File: config.mk
export PLATFORM = sky130hd
export DESIGN_NAME = fc_mem_sequencer
export DESIGN_NICKNAME = d
export VERILOG_FILES = /design/src/rtl/fc_accel_pkg.sv /design/src/rtl/fc_addr_gen.sv /design/src/rtl/fc_mem_sequencer.sv
export SDC_FILE = /design/constraint.sdc
export NUM_CORES = 1
export LEC_CHECK = 0
export ABC_AREA = 1
export ABC_CLOCK_PERIOD_IN_PS = 7800
export CAP_MARGIN = 20
export CELL_PAD_IN_SITES_DETAIL_PLACEMENT = 1
export CELL_PAD_IN_SITES_GLOBAL_PLACEMENT = 1
export CORE_AREA = 2 2 137 99
export CTS_CLUSTER_SIZE = 28
export DETAILED_ROUTE_END_ITERATION = 10
export DIE_AREA = 0 0 139 101
export PLACE_DENSITY_LB_ADDON = 0.1
export SYNTH_ARGS = -nofsm -noshare
export SYNTH_HDL_FRONTEND = slang
export SYNTH_SLANG_ARGS = --single-unit
File: constraint.sdc
create_clock -name clk -period 7.8 [get_ports clk]
set_clock_uncertainty 0.2 [all_clocks]
set_input_delay 1.56 -clock clk [delete_from_list [all_inputs] [get_ports clk]]
set_output_delay 1.56 -clock clk [all_outputs]
set_load 0.1 [all_outputs]
File: src/rtl/fc_accel_pkg.sv
// Shared types and default sizing for the FC accelerator memory path.
package fc_accel_pkg;

  typedef enum logic [2:0] {
    S_IDLE,
    S_FETCH,
    S_DRAIN,
    S_WRITE,
    S_DONE
  } seq_state_t;

  localparam int ADDRESS_BITS_DEF = 6;
  localparam int COLS_MAC_DEF     = 4;
  localparam int INPUTS_MAC_DEF   = 6;

endpackage

File: src/rtl/fc_addr_gen.sv
// Combinational lane-address fan-out: addr[i] = base + idx*STRIDE + i, modulo 2^AW.
module fc_addr_gen #(
  parameter int AW     = 6,
  parameter int N      = 4,
  parameter int STRIDE = 4
) (
  input  logic [AW-1:0]        base,
  input  logic [AW-1:0]        idx,
  output logic [N-1:0][AW-1:0] addr
);

  logic [2*AW-1:0] prod;

  assign prod = {{AW{1'b0}}, idx} * (2*AW)'(STRIDE);

  for (genvar i = 0; i < N; i++) begin : g_lane
    assign addr[i] = AW'({{AW{1'b0}}, base} + prod + (2*AW)'(i));
  end

endmodule

File: src/rtl/fc_mem_sequencer.sv
// Layer sequencer: walks ifmap chunks per output group, marks MAC first/last,
// waits out the MAC latency and writes each group's results back to memory.
module fc_mem_sequencer
  import fc_accel_pkg::*;
#(
  parameter int ADDRESS_BITS = ADDRESS_BITS_DEF,
  parameter int COLS_MAC     = COLS_MAC_DEF,
  parameter int INPUTS_MAC   = INPUTS_MAC_DEF,
  parameter int MAC_LATENCY  = 2
) (
  input  logic                                    clk,
  input  logic                                    rst,
  input  logic                                    start,
  input  logic [ADDRESS_BITS-1:0]                 if_base,
  input  logic [ADDRESS_BITS-1:0]                 of_base,
  input  logic [ADDRESS_BITS-1:0]                 n_chunks,
  input  logic [ADDRESS_BITS-1:0]                 n_groups,
  output logic [INPUTS_MAC-1:0][ADDRESS_BITS-1:0] if_address,
  output logic [COLS_MAC-1:0][ADDRESS_BITS-1:0]   of_w_address,
  output logic [COLS_MAC-1:0][7:0]                of_write,
  output logic [COLS_MAC-1:0]                     en_w,
  output logic                                    mac_in_valid,
  output logic                                    mac_first,
  output logic                                    mac_last,
  output logic [ADDRESS_BITS-1:0]                 chunk_idx,
  output logic [ADDRESS_BITS-1:0]                 group_idx,
  input  logic [COLS_MAC-1:0][7:0]                mac_result,
  output logic                                    busy,
  output logic                                    done
);

  localparam int DCNT_W = $clog2(MAC_LATENCY + 1);
  localparam logic [DCNT_W-1:0] DRAIN_INIT = DCNT_W'(MAC_LATENCY - 1);
  localparam logic [ADDRESS_BITS-1:0] ONE = ADDRESS_BITS'(1);

  seq_state_t state, state_nx;
  logic [ADDRESS_BITS-1:0] c, c_nx, g, g_nx;
  logic [DCNT_W-1:0]       dcnt, dcnt_nx;
  logic                    accept;

  logic [ADDRESS_BITS-1:0] if_base_q, of_base_q, nch_q, ngr_q;

  logic                    vld_p1, first_p1, last_p1;
  logic [ADDRESS_BITS-1:0] chunk_p1;

  logic [INPUTS_MAC-1:0][ADDRESS_BITS-1:0] if_addr_raw;
  logic [COLS_MAC-1:0][ADDRESS_BITS-1:0]   of_addr_raw;

  logic in_fetch, in_write, last_chunk;

  assign in_fetch   = (state == S_FETCH);
  assign in_write   = (state == S_WRITE);
  assign last_chunk = (c == nch_q - ONE);

  always_comb begin
    state_nx = state;
    c_nx     = c;
    g_nx     = g;
    dcnt_nx  = dcnt;
    accept   = 1'b0;
    case (state)
      S_IDLE: begin
        if (start) begin
          accept   = 1'b1;
          c_nx     = '0;
          g_nx     = '0;
          state_nx = (n_chunks == '0 || n_groups == '0) ? S_DONE : S_FETCH;
        end
      end
      S_FETCH: begin
        if (last_chunk) begin
          state_nx = S_DRAIN;
          dcnt_nx  = DRAIN_INIT;
        end else begin
          c_nx = c + ONE;
        end
      end
      S_DRAIN: begin
        if (dcnt == '0) state_nx = S_WRITE;
        else            dcnt_nx  = dcnt - DCNT_W'(1);
      end
      S_WRITE: begin
        if (g == ngr_q - ONE) begin
          state_nx = S_DONE;
        end else begin
          g_nx     = g + ONE;
          c_nx     = '0;
          state_nx = S_FETCH;
        end
      end
      S_DONE:  state_nx = S_IDLE;
      default: state_nx = S_IDLE;
    endcase
  end

  always_ff @(posedge clk) begin
    if (rst) begin
      state <= S_IDLE;
      c     <= '0;
      g     <= '0;
      dcnt  <= '0;
    end else begin
      state <= state_nx;
      c     <= c_nx;
      g     <= g_nx;
      dcnt  <= dcnt_nx;
    end
  end

  // Descriptor latch: data only, sampled at acceptance.
  always_ff @(posedge clk) begin
    if (accept) begin
      if_base_q <= if_base;
      of_base_q <= of_base;
      nch_q     <= n_chunks;
      ngr_q     <= n_groups;
    end
  end

  // Stage p1: MAC sideband aligned with the 1-cycle memory read.
  always_ff @(posedge clk) begin
    if (rst) begin
      vld_p1   <= 1'b0;
      first_p1 <= 1'b0;
      last_p1  <= 1'b0;
      chunk_p1 <= '0;
    end else begin
      vld_p1   <= in_fetch;
      first_p1 <= in_fetch && (c == '0);
      last_p1  <= in_fetch && last_chunk;
      chunk_p1 <= in_fetch ? c : '0;
    end
  end

  fc_addr_gen #(.AW(ADDRESS_BITS), .N(INPUTS_MAC), .STRIDE(INPUTS_MAC)) u_if_addr (
    .base (if_base_q),
    .idx  (c),
    .addr (if_addr_raw)
  );

  fc_addr_gen #(.AW(ADDRESS_BITS), .N(COLS_MAC), .STRIDE(COLS_MAC)) u_of_addr (
    .base (of_base_q),
    .idx  (g),
    .addr (of_addr_raw)
  );

  // Write strobes drop in the reset cycle itself so an aborted WRITE never lands.
  assign if_address   = in_fetch ? if_addr_raw : '0;
  assign of_w_address = in_write ? of_addr_raw : '0;
  assign of_write     = in_write ? mac_result : '0;
  assign en_w         = {COLS_MAC{in_write && !rst}};
  assign mac_in_valid = vld_p1;
  assign mac_first    = first_p1;
  assign mac_last     = last_p1;
  assign chunk_idx    = chunk_p1;
  assign group_idx    = g;
  assign busy         = (state != S_IDLE);
  assign done         = (state == S_DONE) && !rst;

endmodule

# After elaboration in Yosys (flattened, before gate mapping)
# Cells that the tools add are included.
[classes]
eq_ne = 12
multipliers = 1
bitwise_logic = 1
mux = 20
add_sub_neg = 15
reduce_logical = 20
[ops]
columns = ["op", "count"]
rows = [
  ["two-way mux 36 bit", 1],
  ["two-way mux 32 bit", 1],
  ["adder 6 x 1 -> 6 bit (second input constant)", 4],
  ["adder 6 x 2 -> 6 bit (second input constant)", 4],
  ["two-way mux 24 bit", 1],
  ["two-way mux 6 bit", 4],
  ["zero test 6 bit", 3],
  ["one-hot mux 6 bit (3 select lines)", 1],
  ["two-way mux 3 bit", 5],
  ["adder 6 x 3 -> 6 bit (second input constant)", 2],
  ["adder 6 bit", 2],
  ["== test 6 bit", 2],
  ["one-hot mux 3 bit (4 select lines)", 1],
  ["one-hot mux 6 bit (2 select lines)", 1],
  ["subtractor 6 x 1 -> 6 bit (second input constant)", 2],
  ["inequality test 2 bit (second input constant)", 5],
  ["AND reduction 3 bit", 3],
  ["== test 3 x 2 -> 1 bit (second input constant)", 2],
  ["multiplier 6 x 2 -> 5 bit (second input constant)", 1],
  ["nonzero test 3 bit", 2],
  ["logical AND 1 bit", 4],
  ["two-way mux 2 bit", 2],
  ["one-hot mux 2 bit (2 select lines)", 1],
  ["AND reduction 4 bit", 1],
  ["other kinds (12)", 14],
]
[word_totals]
ff_bits = 50
inputBits = 59
out_inout_bits = 113
word_cells = 81

# Longest topological paths before layout
# Gate-level depths: netlist of run 1.
[depth]
depth_word = 5
mapped_depth = 14
mapped_depth_nobuf = 14

# Hierarchy
# A second synthesis of run 1 with hierarchy kept.
[unflattened]
hier_cells = 712
hier_area_um2 = 4569.4
[modules_own_cells]
columns = ["module", "seq_area_each_um2", "cells_each", "area_each_um2", "n_inst"]
rows = [
  ["fc_mem_sequencer", 1241.2, 508, 3296.9, 1],
  ["fc_addr_gen (u_if_addr)", 0.0, 128, 834.6, 1],
  ["fc_addr_gen (u_of_addr)", 0.0, 76, 437.9, 1],
]

# Least setup slack after synthesis of run 1
# Ideal clock, no wire load.
[synth_path]
kind = "flip-flop to output port"
start = "register g[0], in the netlist group_idx[0]"
end = "output port of_w_address[9] (netlist bit)"
required_time_ns = 6.040
arrival_time_ns = 5.245
path_stages_with_launch = 7
path_slack_ns = 0.795
path_cell_list = "dfxtp_1 -> ha_1 -> fa_1 -> inv_1 -> nor2_1 -> nor2_1 -> nor3_1"
[synth_rtl]
columns = ["item", "line_no", "source"]
rows = [
  ["from (decl)", "fc_mem_sequencer.sv:37", "logic [ADDRESS_BITS-1:0] c, c_nx, g, g_nx;"],
  ["from (signal assigned)", "fc_mem_sequencer.sv:105", "g <= g_nx;"],
  ["to (decl)", "fc_mem_sequencer.sv:19", "output logic [COLS_MAC-1:0][ADDRESS_BITS-1:0] of_w_address,"],
]

==> results of run 1 <==
[path summary, 6_finish.rpt]
path | endpoint | slack (ps) | cells after the start
min reg2reg | dcnt[1] | 310 | 2
max | if_address[35] | 1570 | 15
min | dcnt[1] | 310 | 2
max reg2reg | c[4] | 5250 | 8
[critical path, delay by kind of cell, from the launching register on]
kind	cells	cell delay (ps)
AND/OR/NAND/NOR	5	920
flip-flops	1	490
adder cells (fa/ha/maj)	3	1050
XOR/XNOR	1	90
buffers and inverters	6	1620
[per-stage QoR]
stage,instances,utilization,setup slack [ps]
4_1_cts,890,0.455,1540
5_1_grt,890,0.455,1250
3_5_place_dp,882,0.443,1870
2_1_floorplan,566,-,795
3_3_place_gp,882,0.443,2120
6_report,890,0.455,1570
[kinds of logic (layout without fill, tap and decap cells)]
kind of cell | count (synthesis) | after routing | synth area share
compound gates | 53 | 53 | 0.0723
xor+xnor | 22 | 22 | 0.0555
fa+ha+maj | 31 | 31 | 0.106
buf+inv | 122 | 280 | 0.133
flops | 50 | 50 | 0.320
simple gates | 288 | 288 | 0.313
[flip-flops by register name, indices dropped and copies added (netlist names)]
| name | cells |
|---|---|
| mac_first | 1 |
| if_base_q | 6 |
| state | 3 |
| group_idx | 6 |
| dcnt | 2 |
| of_base_q | 6 |
| chunk_idx | 6 |
| nch_q | 6 |
| mac_in_valid | 1 |
| mac_last | 1 |
| ngr_q | 6 |
| c | 6 |
[layout make-up]
class / instances / share of cell area
clock buffers: 7 / 0.0264
flip-flops and latches: 50 / 0.213
multi-input cells: 394 / 0.365
inverters: 101 / 0.0651
repair buffers: 171 / 0.294
clock inverters: 1 / 0.000645
well taps: 166 / 0.0357
[cell usage in the layout (no fill, tap or decap), types with 11 or more instances in the layout]
master	count
a21oi_1	29
clkdlybuf4s50_1	171
dfxtp_1	26
edfxtp_1	24
ha_1	28
inv_1	98
nand2_1	99
nand3_1	20
nor2_1	135
o21ai_0	16
xor2_1	11
[power by group]
group	leakage, nW	total (W)	switching [W]	internal (W)
combinational	2.08	0.00195	0.00150	0.000442
clock	0.0767	0.000238	0.0000998	0.000138
sequential	0.439	0.000380	0.0000475	0.000333
[layer usage]
layer,track usage,part of all wire,vias up
met5,0,0,-
met4,0.0303,0.0054,0
met3,0.0295,0.042,7
met2,0.319,0.47,103
met1,0.251,0.48,1910
li1,-,-,2058
==> results.cfg, run 1 <==
[global_routing]
gr-total-overflow = 0
grt_pass1_wl_um = 21200
grt_pass1_vias = 4215
grtUsageTotal = 0.185
antenna_found_initial = 0
grt_max_degree = 50

[logic_synthesis]
yosysSeqAreaShare = 0.320
synth-edff-count = 24
synth_area_per_cell_um2 = 6.85
synth_top_area_share = 0.186
synthDistinctLibCells = 35
ys_warn_count = 0
ys.flop_type = dfxtp_1
synth_top_area_cell = edfxtp_1
synth_commonest_cells = 135 x nor2_1, 99 x nand2_1, 98 x inv_1
yosys-top-cells-area = edfxtp_1 19%, dfxtp_1 13%, nor2_1 13%
netlist_area_um2 = 3880
synthArstFlopShare = 0
ys_seq_elements = 50
syn_nets = 656
synth.most_common_cell = nor2_1
synthCells = 566

[die]
io_pins = 172
die_h_um = 101
num_rows = 35
start_util = 0.303
core_um2 = 12800
die_area_um2 = 14000
die_w_um = 139

[critical_path]
r2r-start = state[1]
start_kind = flip-flop
crit_arrival_ps = 4470
cp_slowest_cell = clkdlybuf4s50_1
cp-end-kind = primary output
cpMostUsedCell = inv_1
crit_chain = ha_1 > inv_1 > fa_1 > inv_1 > ha_1 > nand2_1 > inv_1 > nor2_1 > inv_1 > nor2_1 > inv_1 > nor2_1 > xor2_1 > nor2_1 > clkdlybuf4s50_1
slowest_delay_ps = 1150
crit_type = flip-flop to primary output
cp.required_ps = 6040
cp_max_fo = 8
crit_start = c[0]

[sta]
holdWs_ps = 309
finalSetupTns_ps = 0
rsz0062_at_grt = no
slew_headroom = 0.308
fin_crit_sh = 0.799
min_period_ps = 6230
setup_viol = 0
worst_slew_pin_slew_ps = 1030
clock.fmax_mhz = 160
slew_viol_final = 0
hold_violations = 0

[detailed_routing]
routed_wirelength_um = 13000
wire_per_inst_um = 14.6
drt_pre_antenna_iters = 4
viasPerCell = 4.58
drt_iter0_drc = 152
vias = 4078
drc_errors = 0
ant_nets = 0

[cells_and_area]
area_delta_synth_final_pct = 50.1
drive_above_1_share = 0.0359
finalInstanceArea_um2 = 5820
num-fill-cells = 1605
multi_input_area_um2 = 2120
antenna_cells = 0
layout.nets = 813
seqCellArea_um2 = 1240

[clock_network]
cts_tree = yes
cts-root-buf = clkbuf_16
cts_setup_buffers = 0
clk_pin_slew_ps = 70
ctsResizeCount = 0
cts_max_level = 2
ctsHoldBuffers = 0
cts_sinks = 50
cts_buffers = 5
cts_buffer_depth = 2
clk_latency_ps = 290

[placed_design]
numPortBuffers = 171
postPlaceCellArea_um2 = 5660
dp_hpwl_um = 10500
gp_congestion = 0.813

[min_path]
worstHoldStart = dcnt[1]
min_path_type = flip-flop to flip-flop

[power]
cellPowerDensity_nw_per_um2 = 440
p_leak_nw = 2.59
total_power_w = 0.00256
ir_drop_mv = 0.467

[status]
status = finished clean

[run]
maxCapViolCount = 0
Power figures use the tool's default switching activity.
==> inputs of run 2 (changes only) <==
--- a/config.mk
+++ b/config.mk
@@ -6,14 +6,14 @@
 export NUM_CORES = 1
 export LEC_CHECK = 0
 export ABC_AREA = 1
-export ABC_CLOCK_PERIOD_IN_PS = 7800
+export ABC_CLOCK_PERIOD_IN_PS = 5850
 export CAP_MARGIN = 20
 export CELL_PAD_IN_SITES_DETAIL_PLACEMENT = 1
 export CELL_PAD_IN_SITES_GLOBAL_PLACEMENT = 1
-export CORE_AREA = 2 2 137 99
+export CORE_AREA = 2 2 142 102
 export CTS_CLUSTER_SIZE = 28
 export DETAILED_ROUTE_END_ITERATION = 10
-export DIE_AREA = 0 0 139 101
+export DIE_AREA = 0 0 144 104
 export PLACE_DENSITY_LB_ADDON = 0.1
 export SYNTH_ARGS = -nofsm -noshare
 export SYNTH_HDL_FRONTEND = slang
==> constraint.sdc (replaced) <==
create_clock -name clk -period 5.85 [get_ports clk]
set_clock_uncertainty 0.2 [all_clocks]
set_input_delay 1.17 -clock clk [delete_from_list [all_inputs] [get_ports clk]]
set_output_delay 1.17 -clock clk [all_outputs]
set_load 0.1 [all_outputs]
==> results.cfg, run 2 (synthesis results as in run 1) <==
[clock_network]
cts_buffers = 5
clk_pin_slew_ps = 70
ctsHoldBuffers = 0
cts_setup_buffers = 0
cts_tree = yes
cts_sinks = 50
cts_buffer_depth = 2
cts_max_level = 2
cts-root-buf = clkbuf_16
ctsResizeCount = 0
clk_latency_ps = 300

[sta]
clock.fmax_mhz = 202
finalSetupTns_ps = 0
slew_headroom = 0.320
hold_violations = 0
setup_viol = 0
slew_viol_final = 0
rsz0062_at_grt = no
worst_slew_pin_slew_ps = 1020
fin_crit_sh = 0.845
min_period_ps = 4940

[global_routing]
gr-total-overflow = 0
antenna_found_initial = 0
grt_max_degree = 50
grt_pass1_vias = 4105
grt_pass1_wl_um = 20800
grtUsageTotal = 0.173

[critical_path]
reg2reg_depth = 13
cp-end-kind = primary output
rrSetupSlack_ps = 3520
crit_arrival_ps = 3570
cp_max_fo = 8
crit_type = flip-flop to primary output
r2r_end = dcnt[0]
r2r-start = nch_q[0]
cp.required_ps = 4480
crit_end = if_address[14]
crit_start = c[0]
start_kind = flip-flop

[cells_and_area]
area_delta_synth_final_pct = 50.1
layout.nets = 815
antenna_cells = 0
final_common_cell = clkdlybuf4s50_1
drive_above_1_share = 0.0744
num-fill-cells = 1734
finalNonFillerCells = 916
final_cell_mix = 148 x clkdlybuf4s50_1, 135 x nor2_1, 99 x nand2_1, 98 x inv_1
final_util = 0.427

[placed_design]
numPortBuffers = 171
dp_hpwl_um = 10600
post-place-cells = 908
gp_congestion = 0.808

[power]
cellPowerDensity_nw_per_um2 = 588
ir_drop_mv = 0.649
total_power_w = 0.00342
p_leak_nw = 2.65

[detailed_routing]
drt_iter0_drc = 143
vias = 4076
drt_pre_antenna_iters = 4
viasPerCell = 4.45
ant_nets = 0
routed_wirelength_um = 13200
wire_per_inst_um = 14.4
drc_errors = 0

[die]
die_h_um = 104
die_w_um = 144
core_um2 = 13600
num_rows = 36
io_pins = 172
die_area_um2 = 15000
start_util = 0.284

[min_path]
min_path_type = flip-flop to flip-flop

[run]
maxCapViolCount = 0

[status]
status = finished clean
-- run 2: cell types whose count changed in the layout (fill, tap and decap cells not counted), sizes merged --
| cell | change |
|---|---|
| buf | +25 |
| clkbuf | -1 |
| clkdlybuf4s50 | -23 |
| bufinv | +1 |
| clkinvlp | +1 |
| clkinv | -1 |
-- run 2: worst min-delay path by stage --
stage / startpoint / end / slack, ps / cells after the start
floorplan: dcnt[1] / dcnt[1] / 250 / 2
global placement: dcnt[1] / dcnt[1] / 270 / 2
detailed placement: dcnt[0] / dcnt[0] / 310 / 2
CTS: dcnt[0] / dcnt[0] / 330 / 2
global route: dcnt[1] / dcnt[1] / 350 / 2
finish: dcnt[0] / dcnt[0] / 330 / 2
-- run 2: layer usage --
layer  vias up  global-route usage  share of wire
met5         -                   0              0
met2       108               0.277           0.43
met3        12              0.0355          0.065
met1      1901               0.241           0.49
met4         0              0.0371          0.010
li1       2055                   -              -
-- run 2: area by class of cell --
type	count	area (um^2)	area share
clock buffers	6	129	0.0221
clock inverters	2	37.5	0.00645
inverters	101	379	0.0651
multi-input cells	394	2130	0.366
flip-flops and latches	50	1240	0.213
well taps	190	238	0.0408
repair buffers	173	1670	0.287
-- run 2: worst max-delay path, cell delays in order (launching register included) --
cell and delay (ps):
dfxtp_1 500, inv_2 80, ha_1 360, fa_1 780, ha_1 300, nor2_1 100, clkdlybuf4s50_1 1140
-- run 2: report_power, final --
| part | total [W] | internal (W) | switching, W | leakage, nW |
|---|---|---|---|---|
| clock network | 0.000342 | 0.000202 | 0.000140 | 0.0771 |
| registers | 0.000505 | 0.000443 | 0.0000616 | 0.439 |
| logic | 0.00258 | 0.000569 | 0.00201 | 2.13 |
-- run 2: stage by stage --
step	cell area, um^2	hold WS (ps)	setup WS (ps)
CTS	5820	333	893
floorplan	3890	253	15.6
global placement	5660	268	1290
detailed placement	5660	314	1230
finish	5820	330	909
global route	5820	352	528
==> variant, RTL diff (flow settings as in run 1) <==
The package constant `COLS_MAC_DEF` goes from 4 to 3.
--- a/src/rtl/fc_accel_pkg.sv
+++ b/src/rtl/fc_accel_pkg.sv
@@ -12,3 +12,3 @@
   localparam int ADDRESS_BITS_DEF = 6;
-  localparam int COLS_MAC_DEF     = 4;
+  localparam int COLS_MAC_DEF     = 3;
   localparam int INPUTS_MAC_DEF   = 6;
Interface: changed (resized en_w, mac_result, of_w_address and of_write); port bits go from 172 to 149. The function was not compared with the original's and may differ.
==> variant against run 1 <==
Worst setup slack improved by 32 ps. Total power fell by 12%. Final area fell by 0.30%. Clock power fell by 6%. Critical endpoint is now if_address[11]. Sequential cell count did not move. Die area did not move. Wire length fell by 8.1%. Synthesized cell count fell by 1.8%. Synthesized area rose by 4.5%.
==> variant: results (changes against run 1) <==
Status: finished, final reports clean
Maximum VDD drop: 0.321 mV (-31%)
Worst path arrival time: 4440 ps (-30 ps)
Post-Syn Nets: 645 (-1.7%)
Final core occ: 0.454 (-0.00137)
Buffering overhead: 0.258 (-0.0355)
1st-iter DRT viols: 99 (-35%)
Clock buffers: 6 (-1)
DRT met1 WL: 6050 um (-3.7%)
Diode count: 0 (unchanged)
Inverters: 101 (unchanged)
Gr usage total: 0.168 (-0.0173)
Dpl cell area: 5640 um2 (-0.38%)
Post-synthesis sequential area ratio: 0.306 (-0.0139)
Netlist cell types: 41 (+17%)
Final clock-cell share: 0.0259 (-0.00121)
DRT Pass-1 Iters: 4 (unchanged)
Post-Place Cells: 853 (-3.3%)
Crit-path max FO: 7 (-1)
Grt met3 use: 0.0228 (-0.00665)
Compound-Gate Fraction of Synth Area: 0.0775 (+0.00519)
Non-clk bufs: 150 (-12%)
Share of cells above drive strength 1: 0.0733 (+0.0374)
Leakage dissipation: 2.57 nW (-0.79%)
DR WL met3: 468 um (-15%)
DR WL met2: 5290 um (-13%)
Global-route wire length before repair: 19300 um (-8.9%)
Mux cell area share after synthesis: 0.00494 (+0.00494)
Via/cell ratio: 4.56 (-0.52%)
Multi-input gate area: 2320 um2 (+9.4%)
Synth Area in Adders: 0.130 (+0.0244)
Max-slew headroom: 0.311 (+0.00306)
Multi-input combinational area share: 0.401 (+0.0356)
Syn_area_per_cell: 7.29 um2 (+6.4%)
Vias in the first global route: 3788 (-10%)
Setup Slack @ Placement: 1900 ps (+24.2 ps)
Routed len/inst: 13.8 um (-5.1%)
Clock-pin slew on the worst setup and hold paths: 70 ps (about the same)
Largest net degree at the start of global routing: 40 (-20%)
Port Buffer Count: 148 (-13%)
# fillers: 1597 (-0.50%)
Final nets: 784 (-3.6%)
GP Congestion: 0.821 (+0.92%)
Commonest cells in the netlist: nor2_1, nand2_1, inv_1, ha_1, nand3_1
Post-DP HPWL: 9810 um (-6.2%)
Final Non-Filler Cells: 862 (-3.1%)
Count of multi-input gates: 387 (-1.8%)
M1 GR Usage: 0.234 (-0.0174)
Post-synthesis xor/xnor area fraction: 0.0559 (+0.000362)
variant: cell count changes after synthesis, moves of 3 or more:
cell and delta:
a21oi_1 -6, a21oi_2 +3, fa_1 +4, ha_1 +3, inv_1 -7, inv_2 +6
nand2_1 -3, nand3_1 +9, nor2_1 -27, nor2_4 +3, o21ai_0 -4
variant: where the power goes:
part	internal [W]	total, W	switching (W)
Clock	0.000127	0.000223	0.0000958
Combinational	0.000408	0.00166	0.00125
Sequential	0.000332	0.000375	0.0000430
variant: path summary, 6_finish.rpt:
kind	slack (ps)	cells after the start	endpoint	from
max	1600	15	if_address[11]	c[0]$_SDFFE_PP0P_
min	290	2	dcnt[1]$_SDFFE_PP0P_	dcnt[1]$_SDFFE_PP0P_
max reg2reg	5360	9	dcnt[1]$_SDFFE_PP0P_	state[0]$_SDFFE_PP0P_
min reg2reg	290	2	dcnt[1]$_SDFFE_PP0P_	dcnt[1]$_SDFFE_PP0P_
